`src/rtl/glb_bank_arbiter.sv`:
```
// glb_bank_arbiter
//   Round-robin arbiter that shares one GLB bank packet port among NUM_REQ
//   requesters (0=proc, 1=strm, 2=pcfg). The granted request is forwarded to
//   the bank controller's packet write/read interface. Each granted read is
//   tagged so its data, returning RD_LATENCY cycles later, goes back to the
//   requester that issued it. No grant is made while the SRAM cfg path owns
//   the bank.
//
// Ports
//   clk, reset                  clock, asynchronous active-low reset
//   req_valid/req_wr            per-requester valid and write(1)/read(0)
//   req_addr/req_wr_data/
//   req_wr_bit_sel              packed per-requester request fields
//   req_ready                   one-hot grant (combinational)
//   rsp_rd_data/rsp_rd_valid    broadcast read data, one-hot response valid
//   cfg_busy                    cfg path active, suppresses all grants
//   packet_*                    bank controller packet interface
//   err_orphan_rsp/err_clr      sticky tag/response mismatch flag and clear
module glb_bank_arbiter #(
  parameter int unsigned NUM_REQ         = 3,
  parameter int unsigned BANK_ADDR_WIDTH = 17,
  parameter int unsigned BANK_DATA_WIDTH = 64,
  parameter int unsigned RD_LATENCY      = 3
) (
  input  logic                               clk,
  input  logic                               reset,
  input  logic [NUM_REQ-1:0]                 req_valid,
  input  logic [NUM_REQ-1:0]                 req_wr,
  input  logic [NUM_REQ*BANK_ADDR_WIDTH-1:0] req_addr,
  input  logic [NUM_REQ*BANK_DATA_WIDTH-1:0] req_wr_data,
  input  logic [NUM_REQ*BANK_DATA_WIDTH-1:0] req_wr_bit_sel,
  output logic [NUM_REQ-1:0]                 req_ready,
  output logic [BANK_DATA_WIDTH-1:0]         rsp_rd_data,
  output logic [NUM_REQ-1:0]                 rsp_rd_valid,
  input  logic                               cfg_busy,
  output logic                               packet_wr_en,
  output logic [BANK_ADDR_WIDTH-1:0]         packet_wr_addr,
  output logic [BANK_DATA_WIDTH-1:0]         packet_wr_data,
  output logic [BANK_DATA_WIDTH-1:0]         packet_wr_data_bit_sel,
  output logic                               packet_rd_en,
  output logic [BANK_ADDR_WIDTH-1:0]         packet_rd_addr,
  input  logic [BANK_DATA_WIDTH-1:0]         packet_rd_data,
  input  logic                               packet_rd_data_valid,
  output logic                               err_orphan_rsp,
  input  logic                               err_clr
);

  localparam int unsigned IDW = (NUM_REQ > 1) ? $clog2(NUM_REQ) : 1;

  logic [IDW-1:0]        rr_ptr_q, rr_ptr_d;
  logic                  gnt_vld;
  logic [IDW-1:0]        gnt_id;
  int unsigned           sel;
  logic                  gnt_wr;

  logic [RD_LATENCY-1:0] tag_v_q;
  logic [IDW-1:0]        tag_id_q [RD_LATENCY];
  logic                  last_v;
  logic [IDW-1:0]        last_id;
  logic                  rsp_hit;
  logic                  err_set;
  logic                  err_q, err_d;

  // Rotating priority search starting at rr_ptr. Grants are also held off
  // while reset is asserted so the outputs reflect the cleared state.
  always_comb begin
    int unsigned idx;
    gnt_vld = 1'b0;
    gnt_id  = '0;
    idx     = 0;
    if (reset && !cfg_busy) begin
      for (int unsigned k = 0; k < NUM_REQ; k++) begin
        idx = (32'(rr_ptr_q) + k) % NUM_REQ;
        if (!gnt_vld && req_valid[idx]) begin
          gnt_vld = 1'b1;
          gnt_id  = IDW'(idx);
        end
      end
    end
  end

  assign sel    = 32'(gnt_id);
  assign gnt_wr = gnt_vld & req_wr[sel];

  always_comb begin
    req_ready = '0;
    if (gnt_vld) req_ready[sel] = 1'b1;
  end

  always_comb begin
    packet_wr_en           = gnt_wr;
    packet_wr_addr         = '0;
    packet_wr_data         = '0;
    packet_wr_data_bit_sel = '0;
    packet_rd_en           = gnt_vld & ~req_wr[sel];
    packet_rd_addr         = '0;
    if (packet_wr_en) begin
      packet_wr_addr         = req_addr[sel*BANK_ADDR_WIDTH +: BANK_ADDR_WIDTH];
      packet_wr_data         = req_wr_data[sel*BANK_DATA_WIDTH +: BANK_DATA_WIDTH];
      packet_wr_data_bit_sel = req_wr_bit_sel[sel*BANK_DATA_WIDTH +: BANK_DATA_WIDTH];
    end
    if (packet_rd_en) begin
      packet_rd_addr = req_addr[sel*BANK_ADDR_WIDTH +: BANK_ADDR_WIDTH];
    end
  end

  assign rr_ptr_d = gnt_vld ? IDW'((32'(gnt_id) + 1) % NUM_REQ) : rr_ptr_q;

  always_ff @(posedge clk or negedge reset) begin
    if (!reset) begin
      rr_ptr_q <= '0;
    end else begin
      rr_ptr_q <= rr_ptr_d;
    end
  end

  // Read tag shift pipeline: the last stage lines up with the bank's
  // packet_rd_data_valid for the read issued RD_LATENCY cycles earlier.
  always_ff @(posedge clk or negedge reset) begin
    if (!reset) begin
      tag_v_q <= '0;
      for (int unsigned i = 0; i < RD_LATENCY; i++) tag_id_q[i] <= '0;
    end else begin
      tag_v_q[0]  <= packet_rd_en;
      tag_id_q[0] <= gnt_id;
      for (int unsigned i = 1; i < RD_LATENCY; i++) begin
        tag_v_q[i]  <= tag_v_q[i-1];
        tag_id_q[i] <= tag_id_q[i-1];
      end
    end
  end

  assign last_v  = tag_v_q[RD_LATENCY-1];
  assign last_id = tag_id_q[RD_LATENCY-1];
  assign rsp_hit = last_v & packet_rd_data_valid;

  always_comb begin
    rsp_rd_valid = '0;
    rsp_rd_data  = '0;
    if (rsp_hit) begin
      rsp_rd_valid[32'(last_id)] = 1'b1;
      rsp_rd_data                = packet_rd_data;
    end
  end

  // Any disagreement between expected tag and returned valid is an error;
  // a set in the same cycle takes priority over err_clr.
  assign err_set = last_v ^ packet_rd_data_valid;
  assign err_d   = err_set | (err_q & ~err_clr);

  always_ff @(posedge clk or negedge reset) begin
    if (!reset) begin
      err_q <= 1'b0;
    end else begin
      err_q <= err_d;
    end
  end

  assign err_orphan_rsp = err_q;

endmodule

```
`config.mk`:
```
export PLATFORM = sky130hd
export DESIGN_NAME = glb_bank_arbiter
export DESIGN_NICKNAME = d
export VERILOG_FILES = /design/src/rtl/glb_bank_arbiter.sv
export SDC_FILE = /design/constraint.sdc
export NUM_CORES = 1
export LEC_CHECK = 0
export CORE_AREA = 4 4 285 287
export CTS_CLUSTER_DIAMETER = 40
export DETAILED_ROUTE_END_ITERATION = 7
export DIE_AREA = 0 0 289 291
export PLACE_DENSITY = 0.32
export SETUP_SLACK_MARGIN = 0.3
export SYNTH_ARGS = -nofsm -noshare
export SYNTH_HDL_FRONTEND = slang
export SYNTH_SLANG_ARGS = --single-unit
```
`constraint.sdc`:
```
create_clock -name clk -period 3.5 [get_ports clk]
set_input_delay 0.7 -clock clk [delete_from_list [all_inputs] [get_ports clk]]
set_output_delay 0.7 -clock clk [all_outputs]
set_load 0.02 [all_outputs]
```
Word level (Yosys, flattened, before mapping)
Index checks and enable logic that the tools add are counted.
Storage, ports and cells
  word-level logic and storage cells: 69
  bits of input ports: 510
  output and inout bits: 235
  flip-flop bits (word level): 12
Cells by class
  reductions and logical operators: 8
  divide/modulo/power cells: 4
  bitwise logic cells: 8
  add/sub/neg operators: 3
  shift-type cells: 3
  muxes and demuxes: 29
  $lt $le $gt $ge: 7
  multiply operators: 1
Operators by type and width (count)
  192-bit by 9-bit variable part select with 64-bit output: 2
  64-bit two-way mux: 3
  32-bit by 3-bit < comparator with 1-bit output, second input constant: 3
  32-bit by 2-bit remainder unit with 32-bit output, second input constant: 3
  51-bit by 8-bit variable part select with 17-bit output: 1
  17-bit two-way mux: 2
  2-bit by 2-bit remainder unit with 32-bit output, second input constant: 1
  1-bit two-way mux: 12
  1-bit binary-select mux with 2-bit select: 4
  2-bit two-way mux: 4
  2-bit by 5-bit multiplier with 7-bit output, second input constant: 1
  2-bit by 1-bit adder with 3-bit output, second input constant: 2
  2-bit by 3-bit < comparator with 1-bit output, second input constant: 2
  3-bit two-way mux: 2
  1-bit logical AND: 5
  1-bit bitwise AND: 4
  1-bit demux with 2-bit select: 2
  2-bit by 1-bit greater-or-equal comparator with 1-bit output, second input constant: 2
  2-bit by 2-bit adder with 3-bit output, second input constant: 1
  1-bit zero test: 3
  1-bit inverter: 2
  1-bit bitwise OR: 1
  1-bit bitwise XOR: 1

Logic depth before layout (Yosys ltp)
  word-level depth: 18
  gate-level depth with buffers: 11
  mapped depth without buffers: 8

Least setup slack after synthesis
Ideal clock, no wire load.
  kind: flip-flop to output port
  start point: register rr_ptr_q[0]
  end point: output port packet_wr_data[35]
  setup slack: -18 ps
  buffers on the path: 3
  stages on the path, launching flop included: 11
  arrival: 2818 ps
  cell sequence: dfrtp_1 -> inv_1 -> ha_1 -> clkbuf_1 -> or4_1 -> o21ai_1 -> a211o_2 -> buf_2 -> clkbuf_1 -> nand3_1 -> a211oi_1
On the way
  longest elaborated chain between the ends: 17
Ends and longest elaborated chain
  start: declaration: RTL line 50  | logic [IDW-1:0] rr_ptr_q, rr_ptr_d;
  start signal: assignment: RTL line 113  | rr_ptr_q <= rr_ptr_d;
  branches (longest 16 deep; another with 32-bit by 2-bit remainder unit with 32-bit output)
  64-bit two-way mux (*): RTL line 97  | if (packet_wr_en) begin
  end: declaration: RTL line 38  | output logic [BANK_DATA_WIDTH-1:0] packet_wr_data,
Mark *: on every way between the ends. The select of a mux whose other input is x is not followed.

Worst setup path after layout
  start point: register rr_ptr_q[0]
  end point: output port packet_wr_data[27]
Same word-level chain as after synthesis.

==> impl_metrics.ini <==
[worst_hold_path]
min_from = tag_id_q[5]
hold_path_depth = 0
hp-class = flop to flop
hold_end = tag_id_q[3]

[grt]
grt_pass1_wl_mm = 86.4
grt_usage_pct = 14.2
grt_start_max_net_pins = 42
antenna_found_initial = 12
grt_pass1_vias = 11100
gr-total-overflow = 0

[power]
powerDensity_nw_per_um2 = 329
leakage_nw = 6.74
p_comb_share_pct = 93.2
ir_worst_vdd_mv = 0.134
total_power_mw = 6.29
p_switching_mw = 3.02
p_clk_share_pct = 3.8
internal_power_mw = 3.26
seq_power_share_pct = 2.9
netSwitchingFraction_pct = 48.1

[setup_path]
reg2reg_depth = 11
rrSetupSlack_ns = 0.77
crit_type = flop to primary output
cp-end-kind = primary output
path_max_fanout = 7
r2r-end = tag_v_q[0]
reg2reg_from = rr_ptr_q[0]
cp_data_required_time_ns = 2.80
worst_ep_arrival_time_ns = 3.10
start_kind = flop

[sta]
fmax_mhz = 263
drv_slew = 0
min_period_ns = 3.80
setup_ws_ns = -0.304
max-slew-margin-rel_pct = 71.5
worst_slew_pin_slew_ns = 0.428
rsz0062_at_grt = true
final_hold_viol_count = 0
finalSetupViolations = 164
period_share_pct = 109
skew_ns = 0.00374

[status]
outcome = finished, violations left
failed_checks = setup timing

[drt]
wl_mm = 65.4
wl_per_cell_um = 24.7
vias = 9886
drt.antenna.violating_nets = 0
dr.pass1.iters = 4
drc = 0
drt_iter0_markers = 298
vias_per_cell = 3.73

[clock_tree]
holdBufCountCts = 0
cts_buffer_depth = 2
htreeDepth = 1
clkSlewWorstSetupHoldPaths_ns = 0.05
cts_tree = yes
worstSkewPairLatency_ns = 0.25
clkSinkCount = 12
cts-root-buf = clkbuf_16
cts_buffers = 3

[placed_design]
place_area_um2 = 16600
gp_congestion = 0.804
placement.io_buffers = 744
dpl.hpwl_mm = 51.9
dp.cells = 2547

[layout]
drive_above_1_share_pct = 46.5
post-route-util_pct = 24.3
stdcell_area_um2 = 19100
fill_cells = 8506
instances_no_fill = 2653
nNetsFinal = 2111
area_growth_pct = 315

[floorplanning]
initial_utilization_pct = 5.86
dieArea_um2 = 84100
die_w_um = 289
rows = 103
fp.dieH_um = 291
io_pins = 745
core_um2 = 78600

[synth]
yosys-top-cells-area = a211oi_1 (25%), a22oi_1 (23%), nand3_1 (16%), and2_1 (8.7%), dfrtp_1 (6.5%)
ys_seq_area_share_pct = 6.52
synth_area_per_cell_um2 = 6.66
ys_warn_count = 0
synth_most_common_cell = a211oi_1
ys_types = 38
syn_nets = 1205
yosysTopAreaCell = a211oi_1
synth_ff_type = dfrtp_1
ys_seq_elements = 12
synth_top_area_share_pct = 25.1
synthArstFlopShare_pct = 100
synth_commonest_cells = a211oi_1 (154), nand3_1 (145), a22oi_1 (144), clkbuf_1 (65), and2_1 (64)
synth_area_um2 = 4610
synth_edf_count = 0
syn_inst = 692

[run]
drv_cap = 0
[cell usage in the layout, fill, tap and decap left out, types with 2 or more instances in the layout]
cell type | synthesis | final
clkdlybuf4s50_1 | 0 | 534
buf_4 | 2 | 187
buf_6 | 1 | 168
a211oi_4 | 0 | 138
nand3_1 | 145 | 122
a22oi_1 | 144 | 86
buf_12 | 0 | 75
and2_1 | 64 | 64
a22oi_2 | 0 | 58
a211oi_2 | 9 | 24
nand3_2 | 0 | 21
buf_16 | 0 | 21
dfrtp_1 | 12 | 12
buf_8 | 0 | 11
inv_1 | 12 | 9
clkbuf_16 | 0 | 8
diode_2 | 0 | 6
nand2_1 | 5 | 5
nor2_1 | 6 | 4
dlygate4sd2_1 | 0 | 3
inv_2 | 1 | 2
a21oi_1 | 2 | 2
nand3_4 | 0 | 2
a21o_1 | 3 | 2
ha_4 | 0 | 2
bufbuf_16 | 0 | 2
[flip-flops by register name (all words and copies together) (netlist names)]
name,cells
err_orphan_rsp,1
rr_ptr_q,2
tag_v_q,3
tag_id_q,4
last_id,2
[metal layers]
metal	wire [um]	track usage, %	vias to the layer above	share of wire (%)
li1	-	-	4474	-
met1	23500	14.9	4857	36
met2	35000	27.8	500	53
met3	5410	3.91	49	8.3
met4	1520	3.06	6	2.3
met5	43	0	-	0.066
[logic make-up (layout without fill, tap and decap cells)]
group,count (synthesis),after routing,synth area share (%)
AO/OA/AOI/OAI,323,323,53.9
AND/OR/NAND/NOR,231,231,27.2
buffers and inverters,121,1026,11.1
flip-flops,12,12,6.52
adder cells (fa/ha/maj),5,5,1.25
other,0,6,0
[area by class of cell]
class	instances	area [um2]	share of cell area (%)
Tap cell	1050	1310	6.87
Sequential cell	12	300	1.57
Timing Repair Buffer	1009	11100	58.2
Inverter	13	87.6	0.458
Multi-Input combinational cell	559	6190	32.3
Clock buffer	4	88.8	0.465
Antenna cell	6	15.0	0.0785
[critical path, cell delays in order, from the launching register on]
cell,delay (ns)
dfrtp_1,0.36
inv_2,0.06
ha_4,0.16
or3b_4,0.37
a211o_1,0.32
a211o_4,0.40
a311oi_4,0.25
buf_4,0.17
buf_12,0.14
buf_12,0.14
buf_4,0.12
buf_12,0.14
a211oi_4,0.04
buf_6,0.15
[power by group through the flow]
| stage | sequential [mW] | combinational, mW | clock (mW) |
|---|---|---|---|
| final | 0.184 | 5.86 | 0.241 |
| after global placement | 0.182 | 4.65 | 0 |
| after global routing | 0.188 | 6.19 | 0.254 |
| after CTS | 0.184 | 5.56 | 0.248 |
| after floorplan | 0.183 | 2.33 | 0 |
| after detailed placement | 0.183 | 4.64 | 0 |
[how the worst max path moves through the flow]
stage / startpoint / end / slack, ns / cells after the start
global route: rr_ptr_q[0] / packet_wr_data[0] / -0.39 / 13
finish: rr_ptr_q[0] / packet_wr_data[27] / -0.30 / 13
global placement: req_valid[0] / packet_rd_addr[4] / -1.26 / 10
CTS: rr_ptr_q[0] / packet_wr_data_bit_sel[57] / -0.29 / 14
detailed placement: req_valid[0] / packet_rd_addr[4] / -1.26 / 10
floorplan: req_valid[1] / packet_wr_addr[0] / 0.05 / 7
[stage by stage]
step | setup TNS, ns | setup WS (ns) | hold WS [ns]
after floorplan | 0 | 0.0533 | 0.331
after global placement | -181.38 | -1.26 | 0.332
after detailed placement | -181.57 | -1.26 | 0.335
after CTS | -29.55 | -0.290 | 0.345
after global routing | -47.63 | -0.390 | 0.350
final | -31.35 | -0.304 | 0.343
[timing repair]
| action | in CTS | in global routing |
|---|---|---|
| gates cloned | 14 | 6 |
| pin swaps | 42 | 27 |
| setup buffers | 50 | 26 |
| resized for setup | 1094 | 109 |
| endpoints found under the setup margin | 167 | 177 |
(Power assumes the default switching activity.)
